--- src/rtl/p2s_rr_arbiter.sv ---
// Round-robin scheduler sharing one p2s serializer among M requesters.
// Grants bursts of up to MAX_BURST words and registers the chosen word.
module p2s_rr_arbiter #(
    parameter int N         = 8,
    parameter int M         = 4,
    parameter int MAX_BURST = 2,
    parameter int CW        = 16
) (
    input  logic                 clk,
    input  logic                 rst,
    input  logic [M*N-1:0]       req_data,
    input  logic [M-1:0]         req_valid,
    output logic [M-1:0]         req_ready,
    output logic [N-1:0]         par_data,
    output logic                 par_valid,
    input  logic                 par_ready,
    output logic [$clog2(M)-1:0] grant_id,
    output logic                 busy,
    output logic [CW-1:0]        word_cnt
);
    localparam int IW = $clog2(M);
    localparam int BW = $clog2(MAX_BURST + 1);

    typedef enum logic {IDLE, OFFER} state_t;

    state_t        r_state, w_state_nx;
    logic [IW-1:0] r_last, w_last_nx;
    logic [IW-1:0] r_gid, w_gid_nx;
    logic [BW-1:0] r_burst, w_burst_nx;
    logic [N-1:0]  r_data, w_data_nx;
    logic          r_valid, w_valid_nx;
    logic [CW-1:0] r_cnt, w_cnt_nx;
    logic [M-1:0]  w_ready;
    logic [IW-1:0] w_pick, w_cand;
    logic          w_any;

    // Rotating priority: first valid requester after the last one served
    always_comb begin
        w_any  = 1'b0;
        w_pick = '0;
        w_cand = '0;
        for (int k = 1; k <= M; k++) begin
            w_cand = IW'((int'(r_last) + k) % M);
            if (!w_any && req_valid[w_cand]) begin
                w_any  = 1'b1;
                w_pick = w_cand;
            end
        end
    end

    always_comb begin
        w_state_nx = r_state;
        w_last_nx  = r_last;
        w_gid_nx   = r_gid;
        w_burst_nx = r_burst;
        w_data_nx  = r_data;
        w_valid_nx = r_valid;
        w_cnt_nx   = r_cnt;
        w_ready    = '0;
        unique case (r_state)
            IDLE: begin
                if (w_any) begin
                    w_ready[w_pick] = 1'b1;
                    w_data_nx       = req_data[w_pick*N +: N];
                    w_gid_nx        = w_pick;
                    w_valid_nx      = 1'b1;
                    w_burst_nx      = BW'(1);
                    w_state_nx      = OFFER;
                end
            end
            OFFER: begin
                if (par_ready) begin
                    w_cnt_nx = r_cnt + CW'(1);
                    if (r_burst < BW'(MAX_BURST) && req_valid[r_gid]) begin
                        w_ready[r_gid] = 1'b1;
                        w_data_nx      = req_data[r_gid*N +: N];
                        w_burst_nx     = r_burst + BW'(1);
                    end else begin
                        w_last_nx  = r_gid;
                        w_valid_nx = 1'b0;
                        w_burst_nx = '0;
                        w_state_nx = IDLE;
                    end
                end
            end
        endcase
    end

    always_ff @(posedge clk or posedge rst) begin
        if (rst) begin
            r_state <= IDLE;
            r_last  <= IW'(M - 1);
            r_gid   <= '0;
            r_burst <= '0;
            r_data  <= '0;
            r_valid <= 1'b0;
            r_cnt   <= '0;
        end else begin
            r_state <= w_state_nx;
            r_last  <= w_last_nx;
            r_gid   <= w_gid_nx;
            r_burst <= w_burst_nx;
            r_data  <= w_data_nx;
            r_valid <= w_valid_nx;
            r_cnt   <= w_cnt_nx;
        end
    end

    assign req_ready = w_ready;
    assign par_data  = r_data;
    assign par_valid = r_valid;
    assign grant_id  = r_gid;
    assign busy      = (r_state == OFFER);
    assign word_cnt  = r_cnt;
endmodule

--- config.mk ---
export PLATFORM = sky130hd
export DESIGN_NAME = p2s_rr_arbiter
export DESIGN_NICKNAME = d
export VERILOG_FILES = /design/src/rtl/p2s_rr_arbiter.sv
export SDC_FILE = /design/constraint.sdc
export NUM_CORES = 1
export LEC_CHECK = 0
export CORE_MARGIN = 10
export CORE_UTILIZATION = 28
export DETAILED_ROUTE_END_ITERATION = 10
export PLACE_DENSITY = 0.64
export SYNTH_ARGS = -nofsm -noshare
export SYNTH_HDL_FRONTEND = slang
export SYNTH_SLANG_ARGS = --single-unit
--- constraint.sdc ---
create_clock -name clk -period 2.55 [get_ports clk]
set_input_delay 0.765 -clock clk [delete_from_list [all_inputs] [get_ports clk]]
set_output_delay 0.765 -clock clk [all_outputs]
set_load 0.03 [all_outputs]
---- Word-level counts from Yosys, hierarchy flattened ----
Cells that the tools add are included.
word-level totals
  logic and storage cells ................. 87
  bits of input ports ..................... 39
  bits in registers ....................... 32
  output and inout bits ................... 32
cells by class
  reductions and logical operators ........ 15
  muxes and demuxes ....................... 42
  add/subtract/negate cells ............... 6
  shift operators ......................... 2
  equal/unequal tests ..................... 4
  bitwise gates (word level) .............. 2
  $lt $le $gt $ge ......................... 9
operators with widths
  operator                 count
  $shiftx A32 B6 Y8        2
  $mux W8                  3
  $lt A2 B3 Y1 const B     6
  $mux W1                  17
  $add A16 B1 Y16 const B  1
  $pmux W8 S2              1
  $mux W2                  7
  $mux W4                  3
  $bmux W1 S2              5
  $reduce_and A3 Y1        3
  $pmux W4 S2              1
  $add A2 B1 Y2 const B    3
  $logic_and A1 B1 Y1      6
  $ne A2 B2 Y1 const B     3
  $reduce_and A2 Y1        3
  $add A2 B2 Y2 const B    2
  $demux W1 S2             2
  $ge A2 B1 Y1 const B     2
  $pmux W1 S2              2
  $pmux W2 S2              1
  $logic_not A1 Y1         3
  $lt A2 B2 Y1 const B     1
  $ne A2 B1 Y1 const B     1
  $not A1 Y1               2

---- Depth between registers and ports, before layout ----
  word-level depth ........................ 19
  mapped depth ............................ 8
  gate-level depth less buffers ........... 6

---- Least setup slack after synthesis ----
No wires, ideal clock.
  path type ............................... in2out
  start ................................... input req_valid[3]
  end ..................................... output req_ready[0]
  stages on the path ...................... 4
  slack ................................... -0.122 ns
  required time ........................... 1.785 ns
  path buffers ............................ 0
  arrival ................................. 1.907 ns
  cells stage by stage .................... nor2b_1 a21oi_2 o211ai_2 o21ai_0
on the way
  word-level cells in the longest chain between the ends .. 18
  elaborated cells between the ends (all ways) .. 34
  those cells by class .................... order compare: 2; mux: 24; reduce/logical: 8
ends and longest elaborated chain
  what                                                                       line  text
  start: declaration                                                         12    input logic [M-1:0] req_valid,
  $bmux W1 S2                                                                44    if (!w_any && req_valid[w_cand]) begin
  $mux W1 (not written as such)                                              44
  $mux W1                                                                    44
  $logic_not A1 Y1                                                           44
  $logic_and A1 B1 Y1                                                        44
  $mux W1                                                                    44
  $logic_not A1 Y1                                                           44
  $logic_and A1 B1 Y1                                                        44
  [2 not listed]                                                             -
  $logic_and A1 B1 Y1                                                        44
  $mux W2                                                                    44
  $lt A2 B3 Y1 (not written as such) / $ge A2 B1 Y1 (equally long branches)  63    w_ready[w_pick] = 1'b1;
  $logic_and A1 B1 Y1 (not written as such)                                  63
  $mux W1 (not written as such)                                              63
  $demux W1 S2                                                               63
  $mux W4                                                                    62    if (w_any) begin
  $pmux W4 S2 (*)                                                            60    unique case (r_state)
  end: declaration                                                           13    output logic [M-1:0] req_ready,
Every way passes the cells marked *; elsewhere a longest branch is shown, timed or not. The select of a mux whose other input is x is not followed.

---- Worst setup path after layout ----
  start ................................... input req_valid[3]
  end ..................................... output req_ready[1]
The elaborated chain is that of the path after synthesis.

==> run_results.csv <==
group,metric,value,unit
run_status,status,"finished, violations left",
run_status,failed_checks,"setup timing",
setup_path,path_buf_inv,4,
min_path,holdPathEnd,"word_cnt[15]$_DFFE_PP0P_",
logic_synthesis,syn_area_per_cell,9.84,µm²
routing,antenna_left,0,
sta,fin_crit_sh,103,%
clock_network,numClockSinks,32,
setup_path,slowest_stage,"nor4_4",
setup_path,cp_common_cell,"buf_6",
global_routing,grt_max_degree,33,
sta,final-max-slew-violation-count,0,
sta,fin_skew,0.00754,ns
floorplanning,die_area,11200,µm²
min_path,worstHoldStart,"word_cnt[15]$_DFFE_PP0P_",
global_routing,met2_usage,20.4,%
logic_synthesis,ys_seq_area_share,39.1,%
routing,vias_per_cell,4.92,
logic_synthesis,synth_edf_count,0,
setup_path,rrSetupSlack,0.32,ns
clock_network,cts_tree,"built",
global_routing,grt_pass1_vias,2291,
floorplanning,pin_count,71,
placed_design,hpwl,5090,µm
sta,worst_slack,-0.0685,ns
routing,via_count,2083,
routing,wl_per_cell,16.1,µm
sta,hold_viol,0,
sta,rsz0062_at_grt,"true",
cells_and_area,diodes,0,
setup_path,r2r_start,"r_last[1]$_DFFE_PP1P_",
min_path,holdPathStages,1,
logic_synthesis,yosys_register_bits,32,
setup_path,crit_arrival,1.85,ns
sta,fin_setup_tns,-0.186,ns
clock_network,cts.clk_slew.worst_paths,0.07,ns
routing,drc,0,
setup_path,critPathLaunchType,"input pin",
routing,drt_iter0_markers,73,
global_routing,use_met3,3.35,%
global_routing,antenna_found_initial,0,
sta,tightest_slew,0.572,ns
min_path,hold_class,"reg2reg",
setup_path,worstPathMaxFanout,5,
cells_and_area,fin_nets,363,
routing,dr.pass1.iters,4,
setup_path,critical-path-top-delay-family,"buffers and inverters",
cells_and_area,drive_gt1_share,28.4,%
setup_path,critPathMaxStageDelay,0.24,ns
power,powerDensity,1040,nW/µm²
setup_path,cp-end-kind,"output pin",
logic_synthesis,syn_inst,209,
logic_synthesis,syn_area,2060,µm²
clock_network,cts_hold_buf,0,
cells_and_area,fill_cells,705,
global_routing,grt_first_pass_wirelength,11400,µm
clock_network,cts-htree-levels,2,
global_routing,grtUsageMet1,15.5,%
floorplanning,fp.dieW,106,µm
global_routing,grt_most_used_layer,"met2",
setup_path,r2r_end,"par_data[0]$_DFFE_PP0P_",
floorplanning,rows,31,
floorplanning,die_y,106,µm
cells_and_area,mostFrequentLayoutCells,"clkdlybuf4s50_1 (60), buf_4 (45), dfrtp_1 (30)",
power,power,3.46,mW
setup_path,crit_required,1.79,ns
sta,fmax,382,MHz
clock_network,clock_path_buffers,2,
placed_design,routabilityCongestion,0.820,
setup_path,path_cells,"buf_6, buf_4, nor4_4, nor2_2, o31ai_2, inv_1, a32o_1, buf_6",
floorplanning,initial_core_util,28.5,%
power,ir_worst_vdd,0.000494,V
clock_network,clk-insertion-delay-late,0.28,ns
logic_synthesis,syn_nets,249,
logic_synthesis,ys_warn_count,0,
logic_synthesis,synth.distinct_cells,55,
floorplanning,core-area,7210,µm²
power,leakage,1.40,nW
run,drv_cap,0,
setup_path,reg2reg_depth,9,
cells_and_area,syn_to_final_growth,62.2,%
sta,setup_viol,3,
global_routing,grt_overflow,0,
cells_and_area,final_common_cell,"clkdlybuf4s50_1",
logic_synthesis,synth_async_sr_flop_share,100,%
logic_synthesis,synth_ff_type,"dfrtp_1",
clock_network,numCtsBuffers,5,
sta,period_needed,2.62,ns
setup_path,path_class,"in2out",
routing,wl,6820,µm
cells_and_area,final-instance-count-excl-fill,423,
placed_design,io_buffers,70,
clock_network,cts_root_buf,"clkbuf_8",
placed_design,dp_cells,410,
sta,slew_headroom,61.6,%
global_routing,grtUsageTotal,12.3,%
==> cells in the mapped netlist (2+ instances only) <==
cell / number / area (µm²)
and2_1: 3 / 18.8
nor2_1: 17 / 63.8
clkbuf_1: 4 / 15.0
inv_1: 4 / 15.0
mux2_1: 2 / 22.5
a21oi_1: 17 / 85.1
nor2b_1: 2 / 12.5
and4_1: 2 / 17.5
nand2_1: 15 / 56.3
o211ai_1: 2 / 15.0
nand3_1: 6 / 30.0
mux2_2: 2 / 22.5
xor2_1: 3 / 26.3
nand2b_1: 5 / 31.3
o21ai_1: 3 / 15.0
a31oi_1: 2 / 12.5
and3b_1: 2 / 17.5
dfstp_2: 2 / 52.6
a32o_1: 2 / 20.0
xnor2_1: 12 / 105
nand4_1: 3 / 18.8
nand3b_1: 2 / 15.0
a211oi_2: 6 / 75.1
a211oi_1: 6 / 45.0
o2bb2ai_1: 6 / 52.6
a21o_1: 3 / 22.5
mux2i_1: 14 / 140
nor3_1: 2 / 10.0
dfrtp_1: 30 / 751
buf_2: 4 / 20.0
nor3b_1: 2 / 15.0
==> per-layer routing <==
metal  wire [µm]  share of wire, %  vias up
li1            -                 -     1003
met1        3150                46     1005
met2        3220                47       69
met3         420               6.2        6
met4          33              0.48        0
met5           0                 0        -
==> what timing repair did <==
| action | in CTS | in global routing |
|---|---|---|
| resized for setup | 42 | 8 |
| pin swaps | 8 | 5 |
| buffers inserted | 4 | 1 |
| endpoints found under the setup margin | 13 | 4 |
==> flip-flops by register name, indices dropped and copies added, names as in the netlist <==
signal and count:
par_data 8, r_last 2, grant_id 2, par_valid 1, busy 1, word_cnt 16, r_burst 2
==> layout make-up <==
type / count / area, µm² / share of cell area [%]
tap: 99 / 124 / 3.71
clock inverter: 3 / 18.8 / 0.563
timing repair buffer: 117 / 1070 / 32.1
inverter: 5 / 18.8 / 0.563
clock buffer: 5 / 68.8 / 2.06
sequential: 32 / 803 / 24.1
multi-input combinational: 162 / 1230 / 36.9
==> per-stage QoR <==
stage                     setup WS [ns]  hold slack (ns)  utilization [%]  area (µm²)
after global routing             -0.149            0.516             46.2        3340
final                           -0.0685            0.481             46.2        3340
after floorplan                  0.0535            0.479                -        2060
after detailed placement          -1.02            0.477             43.4        3130
after CTS                       -0.0494            0.488             45.7        3300
after global placement           -0.969            0.467             43.4        3130
==> power by group <==
group | switching, mW | internal [mW] | total (mW)
combinational | 1.17 | 1.06 | 2.23
clock | 0.207 | 0.190 | 0.398
sequential | 0.142 | 0.695 | 0.837
total | 1.52 | 1.94 | 3.46
==> cell families (layout without fill, tap and decap cells) <==
| group | after synthesis | count (layout) | share of synthesized area (%) |
|---|---|---|---|
| muxes | 19 | 19 | 10.1 |
| buffers and inverters | 15 | 130 | 3.53 |
| DFF | 32 | 32 | 39.1 |
| xor gates and xnor gates | 15 | 15 | 6.39 |
| AOI/OAI and AO/OA | 59 | 59 | 22.1 |
| adders and majority gates | 1 | 1 | 0.608 |
| and+or+nand+nor | 68 | 68 | 18.2 |
==> how the worst max path moves through the flow <==
stage	start	endpoint	slack, ns	cells past startpoint
floorplan	req_valid[1]	req_ready[1]	0.05	5
global placement	req_valid[1]	req_ready[1]	-0.97	7
detailed placement	req_valid[1]	req_ready[1]	-1.02	7
CTS	req_valid[3]	req_ready[1]	-0.05	8
global route	req_valid[0]	req_ready[1]	-0.15	7
finish	req_valid[3]	req_ready[1]	-0.07	8
No activity file was read; power rests on OpenSTA's default activity.
